### config.mk
export PLATFORM = sky130hd
export DESIGN_NAME = qos_vc_arbiter_flat
export DESIGN_NICKNAME = d
export VERILOG_FILES = /design/src/rtl/qos_vc_arbiter_if.sv /design/src/rtl/qos_vc_arbiter.sv /design/src/flat_wrapper.sv
export SDC_FILE = /design/constraint.sdc
export NUM_CORES = 1
export LEC_CHECK = 0
export ABC_AREA = 1
export CELL_PAD_IN_SITES_DETAIL_PLACEMENT = 0
export CELL_PAD_IN_SITES_GLOBAL_PLACEMENT = 1
export CORE_MARGIN = 10
export CORE_UTILIZATION = 25
export CTS_CLUSTER_SIZE = 16
export DETAILED_ROUTE_END_ITERATION = 10
export HOLD_SLACK_MARGIN = 0.03
export PLACE_DENSITY = 0.85
export SLEW_MARGIN = 5
export SYNTH_ARGS = -nofsm -noshare
export SYNTH_HDL_FRONTEND = slang
export SYNTH_SLANG_ARGS = --single-unit
### constraint.sdc
create_clock -name CLOCK -period 5.57 [get_ports CLOCK]
set_clock_uncertainty 0.2 [all_clocks]
set_input_delay 1.114 -clock CLOCK [delete_from_list [all_inputs] [get_ports CLOCK]]
set_output_delay 1.114 -clock CLOCK [all_outputs]
set_load 0.01 [all_outputs]
### src/rtl/qos_vc_arbiter_if.sv
// Handshake bundle between the VC FIFO bank / egress FIFO and qos_vc_arbiter.
// master = arbiter side, slave = FIFO side.
interface qos_vc_arbiter_if;
  logic        ENABLE;
  logic [3:0]  EMPTY_VC;
  logic [15:0] DATO_VC;
  logic        OUT_FULL;
  logic        OUT_ALMOST_FULL;
  logic [3:0]  POP_VC;
  logic        PUSH_OUT;
  logic [3:0]  DATO_OUT;
  logic [1:0]  VC_OUT;
  logic [6:0]  TL_OUT;
  logic [6:0]  TH_OUT;
  logic        ACTIVE;

  modport master (
    input  ENABLE, EMPTY_VC, DATO_VC, OUT_FULL, OUT_ALMOST_FULL,
    output POP_VC, PUSH_OUT, DATO_OUT, VC_OUT, TL_OUT, TH_OUT, ACTIVE
  );
  modport slave (
    output ENABLE, EMPTY_VC, DATO_VC, OUT_FULL, OUT_ALMOST_FULL,
    input  POP_VC, PUSH_OUT, DATO_OUT, VC_OUT, TL_OUT, TH_OUT, ACTIVE
  );
endinterface

### src/rtl/qos_vc_arbiter.sv
// Weighted round-robin drain of four VC FIFOs into one egress FIFO, 1-cycle pop-to-push.
// Optional macro QOS_STRICT_PRIO_EN: VC3 becomes strict priority, WRR over VC0-VC2.
module qos_vc_arbiter #(
  parameter logic [3:0] W0     = 4'd1,
  parameter logic [3:0] W1     = 4'd2,
  parameter logic [3:0] W2     = 4'd3,
  parameter logic [3:0] W3     = 4'd4,
  parameter logic [6:0] OUT_TL = 7'd1,
  parameter logic [6:0] OUT_TH = 7'd6
) (
  input logic             CLOCK,
  input logic             RESET,
  qos_vc_arbiter_if.master bus
);
  localparam logic [0:0] IDLE  = 1'b0;
  localparam logic [0:0] SERVE = 1'b1;

  function automatic logic [3:0] eff(input logic [3:0] w);
    return (w == 4'd0) ? 4'd1 : w;
  endfunction

  // First set bit of m at or after s, wrapping 3->0.
  function automatic logic [1:0] first_from(input logic [3:0] m, input logic [1:0] s);
    logic [1:0] r, k;
    r = s;
    for (int i = 3; i >= 0; i--) begin
      k = s + 2'(i);
      if (m[k]) r = k;
    end
    return r;
  endfunction

  logic [3:0][3:0] weff;
  logic [0:0]      state, state_n;
  logic [1:0]      cur, cur_n, pop_idx, vc_q;
  logic [3:0]      cnt, cnt_n, elig, wrr_elig;
  logic            ok, prio, pop_go, push_q;

  assign weff = {eff(W3), eff(W2), eff(W1), eff(W0)};
  assign elig = ~bus.EMPTY_VC;
  assign ok   = bus.ENABLE & ~bus.OUT_FULL & ~bus.OUT_ALMOST_FULL;

`ifdef QOS_STRICT_PRIO_EN
  assign wrr_elig = {1'b0, elig[2:0]};
  assign prio     = elig[3] & ok;
`else
  assign wrr_elig = elig;
  assign prio     = 1'b0;
`endif

  always_comb begin
    state_n = state;
    cur_n   = cur;
    cnt_n   = cnt;
    pop_go  = 1'b0;
    pop_idx = cur;
    if (prio) begin
      // strict VC3 steals the slot without touching the WRR turn
      pop_go  = 1'b1;
      pop_idx = 2'd3;
    end else if (state == IDLE) begin
      if (ok && |wrr_elig) begin
        pop_go  = 1'b1;
        pop_idx = first_from(wrr_elig, cur);
        cur_n   = pop_idx;
        cnt_n   = 4'd1;
        state_n = SERVE;
      end
    end else begin
      if (!(|wrr_elig)) begin
        state_n = IDLE;
        cur_n   = cur + 2'd1;
      end else if (ok) begin
        pop_go = 1'b1;
        if (wrr_elig[cur] && cnt < weff[cur]) begin
          pop_idx = cur;
          cnt_n   = (cnt == 4'hF) ? cnt : cnt + 4'd1;
        end else begin
          // wraps back onto cur when it is the only eligible VC
          pop_idx = first_from(wrr_elig, cur + 2'd1);
          cur_n   = pop_idx;
          cnt_n   = 4'd1;
        end
      end
    end
  end

  always_ff @(posedge CLOCK) begin
    if (RESET) begin
      state  <= IDLE;
      cur    <= 2'd0;
      cnt    <= 4'd0;
      push_q <= 1'b0;
      vc_q   <= 2'd0;
    end else begin
      state  <= state_n;
      cur    <= cur_n;
      cnt    <= cnt_n;
      push_q <= pop_go;
      if (pop_go) vc_q <= pop_idx;
    end
  end

  // Outputs are forced quiet while RESET is held so a pending push is dropped.
  assign bus.POP_VC   = (pop_go && !RESET) ? (4'b0001 << pop_idx) : 4'b0000;
  assign bus.PUSH_OUT = push_q & ~RESET;
  assign bus.DATO_OUT = bus.PUSH_OUT ? bus.DATO_VC[{vc_q, 2'b00} +: 4] : 4'd0;
  assign bus.VC_OUT   = vc_q;
  assign bus.ACTIVE   = (state == SERVE) & ~RESET;
  assign bus.TL_OUT   = OUT_TL;
  assign bus.TH_OUT   = OUT_TH;
endmodule

### src/flat_wrapper.sv
// flat-port wrapper written by rule: the top's interface ports become plain ports
module qos_vc_arbiter_flat 
#(
  parameter logic [3:0] W0     = 4'd1,
  parameter logic [3:0] W1     = 4'd2,
  parameter logic [3:0] W2     = 4'd3,
  parameter logic [3:0] W3     = 4'd4,
  parameter logic [6:0] OUT_TL = 7'd1,
  parameter logic [6:0] OUT_TH = 7'd6
)
  (CLOCK, RESET, bus_ENABLE, bus_EMPTY_VC, bus_DATO_VC, bus_OUT_FULL, bus_OUT_ALMOST_FULL, bus_POP_VC, bus_PUSH_OUT, bus_DATO_OUT, bus_VC_OUT, bus_TL_OUT, bus_TH_OUT, bus_ACTIVE);
  qos_vc_arbiter_if bus_i ();
  input logic CLOCK;
  input logic RESET;
  input wire logic [$bits(bus_i.ENABLE)-1:0] bus_ENABLE;
  input wire logic [$bits(bus_i.EMPTY_VC)-1:0] bus_EMPTY_VC;
  input wire logic [$bits(bus_i.DATO_VC)-1:0] bus_DATO_VC;
  input wire logic [$bits(bus_i.OUT_FULL)-1:0] bus_OUT_FULL;
  input wire logic [$bits(bus_i.OUT_ALMOST_FULL)-1:0] bus_OUT_ALMOST_FULL;
  output wire logic [$bits(bus_i.POP_VC)-1:0] bus_POP_VC;
  output wire logic [$bits(bus_i.PUSH_OUT)-1:0] bus_PUSH_OUT;
  output wire logic [$bits(bus_i.DATO_OUT)-1:0] bus_DATO_OUT;
  output wire logic [$bits(bus_i.VC_OUT)-1:0] bus_VC_OUT;
  output wire logic [$bits(bus_i.TL_OUT)-1:0] bus_TL_OUT;
  output wire logic [$bits(bus_i.TH_OUT)-1:0] bus_TH_OUT;
  output wire logic [$bits(bus_i.ACTIVE)-1:0] bus_ACTIVE;
  assign bus_i.ENABLE = bus_ENABLE;
  assign bus_i.EMPTY_VC = bus_EMPTY_VC;
  assign bus_i.DATO_VC = bus_DATO_VC;
  assign bus_i.OUT_FULL = bus_OUT_FULL;
  assign bus_i.OUT_ALMOST_FULL = bus_OUT_ALMOST_FULL;
  assign bus_POP_VC = bus_i.POP_VC;
  assign bus_PUSH_OUT = bus_i.PUSH_OUT;
  assign bus_DATO_OUT = bus_i.DATO_OUT;
  assign bus_VC_OUT = bus_i.VC_OUT;
  assign bus_TL_OUT = bus_i.TL_OUT;
  assign bus_TH_OUT = bus_i.TH_OUT;
  assign bus_ACTIVE = bus_i.ACTIVE;
  qos_vc_arbiter #(.W0(W0), .W1(W1), .W2(W2), .W3(W3), .OUT_TL(OUT_TL), .OUT_TH(OUT_TH)) u_core (.CLOCK(CLOCK), .RESET(RESET), .bus(bus_i));
endmodule
==> results.py <==
metrics = {
    "route": {
        "first_pass_iters": 6,
        "drt_iter0_drc": 122,
        "vias": 1263,
        "via_per_inst": 4.296,
        "routedWlPerCell_um": 11.52,
        "ant_nets": 0,
        "wl_mm": 3.386,
        "drc": 0,
    },
    "synthesis": {
        "yosys-mux-area-fraction_pct": 0,
        "yosys-top-cells-count": "61 x nand2_1, 28 x nor2_1, 20 x inv_1, 15 x buf_4, 14 x o21ai_0",
        "synth_xor_area_share_pct": 0.7535,
        "syn_area_um2": 1162,
        "synth_top_family_by_area": "simple AND/OR/NAND/NOR gates",
        "async_reset_ff_share_pct": 0,
        "yosys.cell_count.top_type": "nand2_1",
        "synth-adder-area-share_pct": 4.306,
        "syn_avg_cell_area_um2": 5.615,
        "ys_seq_elements": 10,
        "synth_seq_area_share_pct": 17.22,
        "yosysTopAreaCellShare_pct": 19.70,
        "synth-warning-count": 0,
        "synth.distinct_cells": 24,
        "synth_edf_count": 0,
        "synth_compound_area_share_pct": 13.89,
        "netlist_instances": 207,
        "synth_top_cell_by_area": "nand2_1",
        "synth-simple-area-share_pct": 44.13,
        "synth_area_leaders": "nand2_1 20%, dfxtp_1 17%, buf_4 9.7%",
        "synth_flop_cell": "dfxtp_1",
    },
    "sta": {
        "setup_viol": 0,
        "timing.hold.ws_ps": 336.8,
        "hold_viol_final": 0,
        "post-route-min-period_ps": 4694,
        "setup_slack_ps": 875.8,
        "max_freq_mhz": 213.0,
        "tns_ps": 0,
        "finalMaxSlewViolations": 0,
        "period_share_pct": 84.28,
        "rsz0062_at_grt": "no",
    },
    "worst_setup_path": {
        "r2r-end": "u_core.bus.VC_OUT[1]$_SDFFE_PP0N_",
        "slowest_stage": "clkdlybuf4s50_1",
        "crit_chain": "clkdlybuf4s50_1 -> nand4_1 -> nand2_1 -> inv_2 -> nand3_1 -> nand2_1 -> nand3_1 -> nand3_1 -> nor2_1 -> clkdlybuf4s50_1",
        "crit_path_max_incr_delay_ps": 550,
        "r2r_slack_ps": 3090,
        "worstPathArrival_ps": 3380,
        "crit_buf_inv": 3,
        "cp_max_fo": 10,
        "critPathTopFamily": "buffers and inverters",
        "crit_start": "bus_EMPTY_VC[0]",
        "reg2reg_from": "u_core.cur[0]$_SDFF_PP0_",
        "worst_setup_path_start_kind": "input port",
        "crit_path_frequent_cell": "nand3_1",
        "cp-end-kind": "output pin",
        "reg2regPathDepth": 17,
        "crit_required_ps": 4260,
        "crit_type": "in -> out",
        "cp_num_cells": 10,
        "crit_end": "bus_POP_VC[2]",
    },
    "job": {
        "cap_viol_max_count": 0,
    },
    "floorplan": {
        "rows": 24,
        "coreArea_um2": 4414,
        "design.die.area_um2": 7777,
        "initial_core_util_pct": 26.33,
        "dieWidth_um": 88.19,
        "ios": 51,
        "dieHeight_um": 88.19,
    },
    "place": {
        "place.gp.congestion": 0.8709,
        "io_buffer_count": 36,
        "pre_cts_slack_ps": 873.0,
        "dp_hpwl_mm": 2.894,
        "place_area_um2": 1513,
    },
    "clock_tree": {
        "numCtsBuffers": 3,
        "clock_latency_ps": 230,
        "cts.htree.levels": 1,
        "postCtsHoldBufs": 0,
        "cts_tree": "yes",
        "cts_buffer_depth": 2,
        "postCtsSetupBuffers": 0,
        "cts_resized": 0,
        "clock_sinks": 10,
        "path_clk_slew_ps": 40,
        "cts_root_buffer": "clkbuf_8",
    },
    "status": {
        "outcome": "finished clean",
    },
    "layout": {
        "fillers": 472,
        "drive_gt1_share_pct": 8.678,
        "insertedDiodeCount": 0,
        "area_delta_synth_final_pct": 33.69,
        "layout.nets": 273,
        "stdcell_area_um2": 1554,
    },
    "power_and_ir_drop": {
        "pwr_density_cell_nw_per_um2": 153.5,
        "leakagePower_uw": 0.0007718,
        "ir_worst_vdd_uv": 154.9,
    },
    "hold_path": {
        "hold_path_class": "reg -> reg",
        "hp-start": "u_core.cnt[1]$_SDFFE_PP0P_",
    },
    "global_routing": {
        "overflow": 0,
        "grt_pass1_wl_mm": 5.678,
        "antenna_found_initial": 0,
        "track_usage_pct": 8.777,
        "first_global_vias": 1194,
        "grt_max_degree": 14,
    },
}
==> metrics by stage <==
step	total power [µW]	utilization, %	cells
finish	238.5	35.20	294
global route	258.1	35.20	294
CTS	238.8	35.20	294
detailed placement	164.8	34.27	291
global placement	166.0	34.27	291
floorplan	140.5	-	219
==> worst min-delay path by stage <==
stage	endpoint	slack, ps	cells past startpoint
2_1_floorplan	u_core.cnt[0]$_SDFFE_PP0P_	280	1
3_3_place_gp	u_core.cnt[0]$_SDFFE_PP0P_	320	1
3_5_place_dp	u_core.cnt[0]$_SDFFE_PP0P_	320	1
4_1_cts	u_core.cnt[0]$_SDFFE_PP0P_	330	1
5_1_grt	u_core.cnt[0]$_SDFFE_PP0P_	370	1
6_report	u_core.cnt[1]$_SDFFE_PP0P_	340	2
==> registers in the layout, indices dropped and copies added, names as in the netlist <==
name and cells:
u_core.state 1, u_core.cur 2, u_core.bus.VC_OUT 2, u_core.cnt 4, u_core.push_q 1
==> tightest hold or removal path, cell delays in order, from the launching register on <==
cell	delay, ps
dfxtp_1	330
nor2_1	110
nor3_1	50
==> kinds of logic after synthesis <==
| group | after synthesis |
|---|---|
| compound gates | 30 |
| simple gates | 118 |
| other cells | 2 |
| xor+xnor | 1 |
| buf+inv | 42 |
| flops | 10 |
| fa+ha+maj | 4 |
==> layout by cell type (no fill, tap or decap) <==
cell	synthesis	routed
a21oi_1	11	11
a31oi_1	1	1
a41o_1	1	1
and3_1	1	1
buf_4	15	1
clkbuf_8	0	3
clkdlybuf4s50_1	0	36
conb_1	2	14
dfxtp_1	10	10
ha_1	4	4
inv_1	20	20
inv_2	5	5
nand2_1	61	61
nand2_2	8	8
nand3_1	13	13
nand3_2	3	3
nand4_1	2	2
nor2_1	28	28
nor3_1	1	1
nor3_2	1	1
o211ai_1	2	2
o21ai_0	14	14
o21ai_1	1	1
xor2_1	1	1
==> final cells by class <==
| type | count | area [µm²] | area share, % |
|---|---|---|---|
| Timing Repair Buffer | 37 | 367.9 | 23.67 |
| Clock buffer | 3 | 41.29 | 2.657 |
| Tap cell | 52 | 65.06 | 4.187 |
| Sequential cell | 10 | 200.2 | 12.88 |
| Multi-Input combinational cell | 167 | 785.8 | 50.56 |
| Inverter | 25 | 93.84 | 6.039 |
==> metal layers <==
layer / vias up / track usage [%] / wire (µm)
met1: 529 / 10.74 / 1473
met3: 4 / 2.693 / 189
met2: 25 / 14.77 / 1704
met4: 0 / 1.712 / 19
li1: 705 / - / -
met5: - / 0 / 0
==> report_power, final <==
part | total (µW) | switching [µW] | internal (µW)
Clock | 74.1 | 26.9 | 47.2
Combinational | 87.3 | 50.4 | 36.9
Sequential | 77.1 | 2.84 | 74.2
No activity file was read; power rests on OpenSTA's default activity.
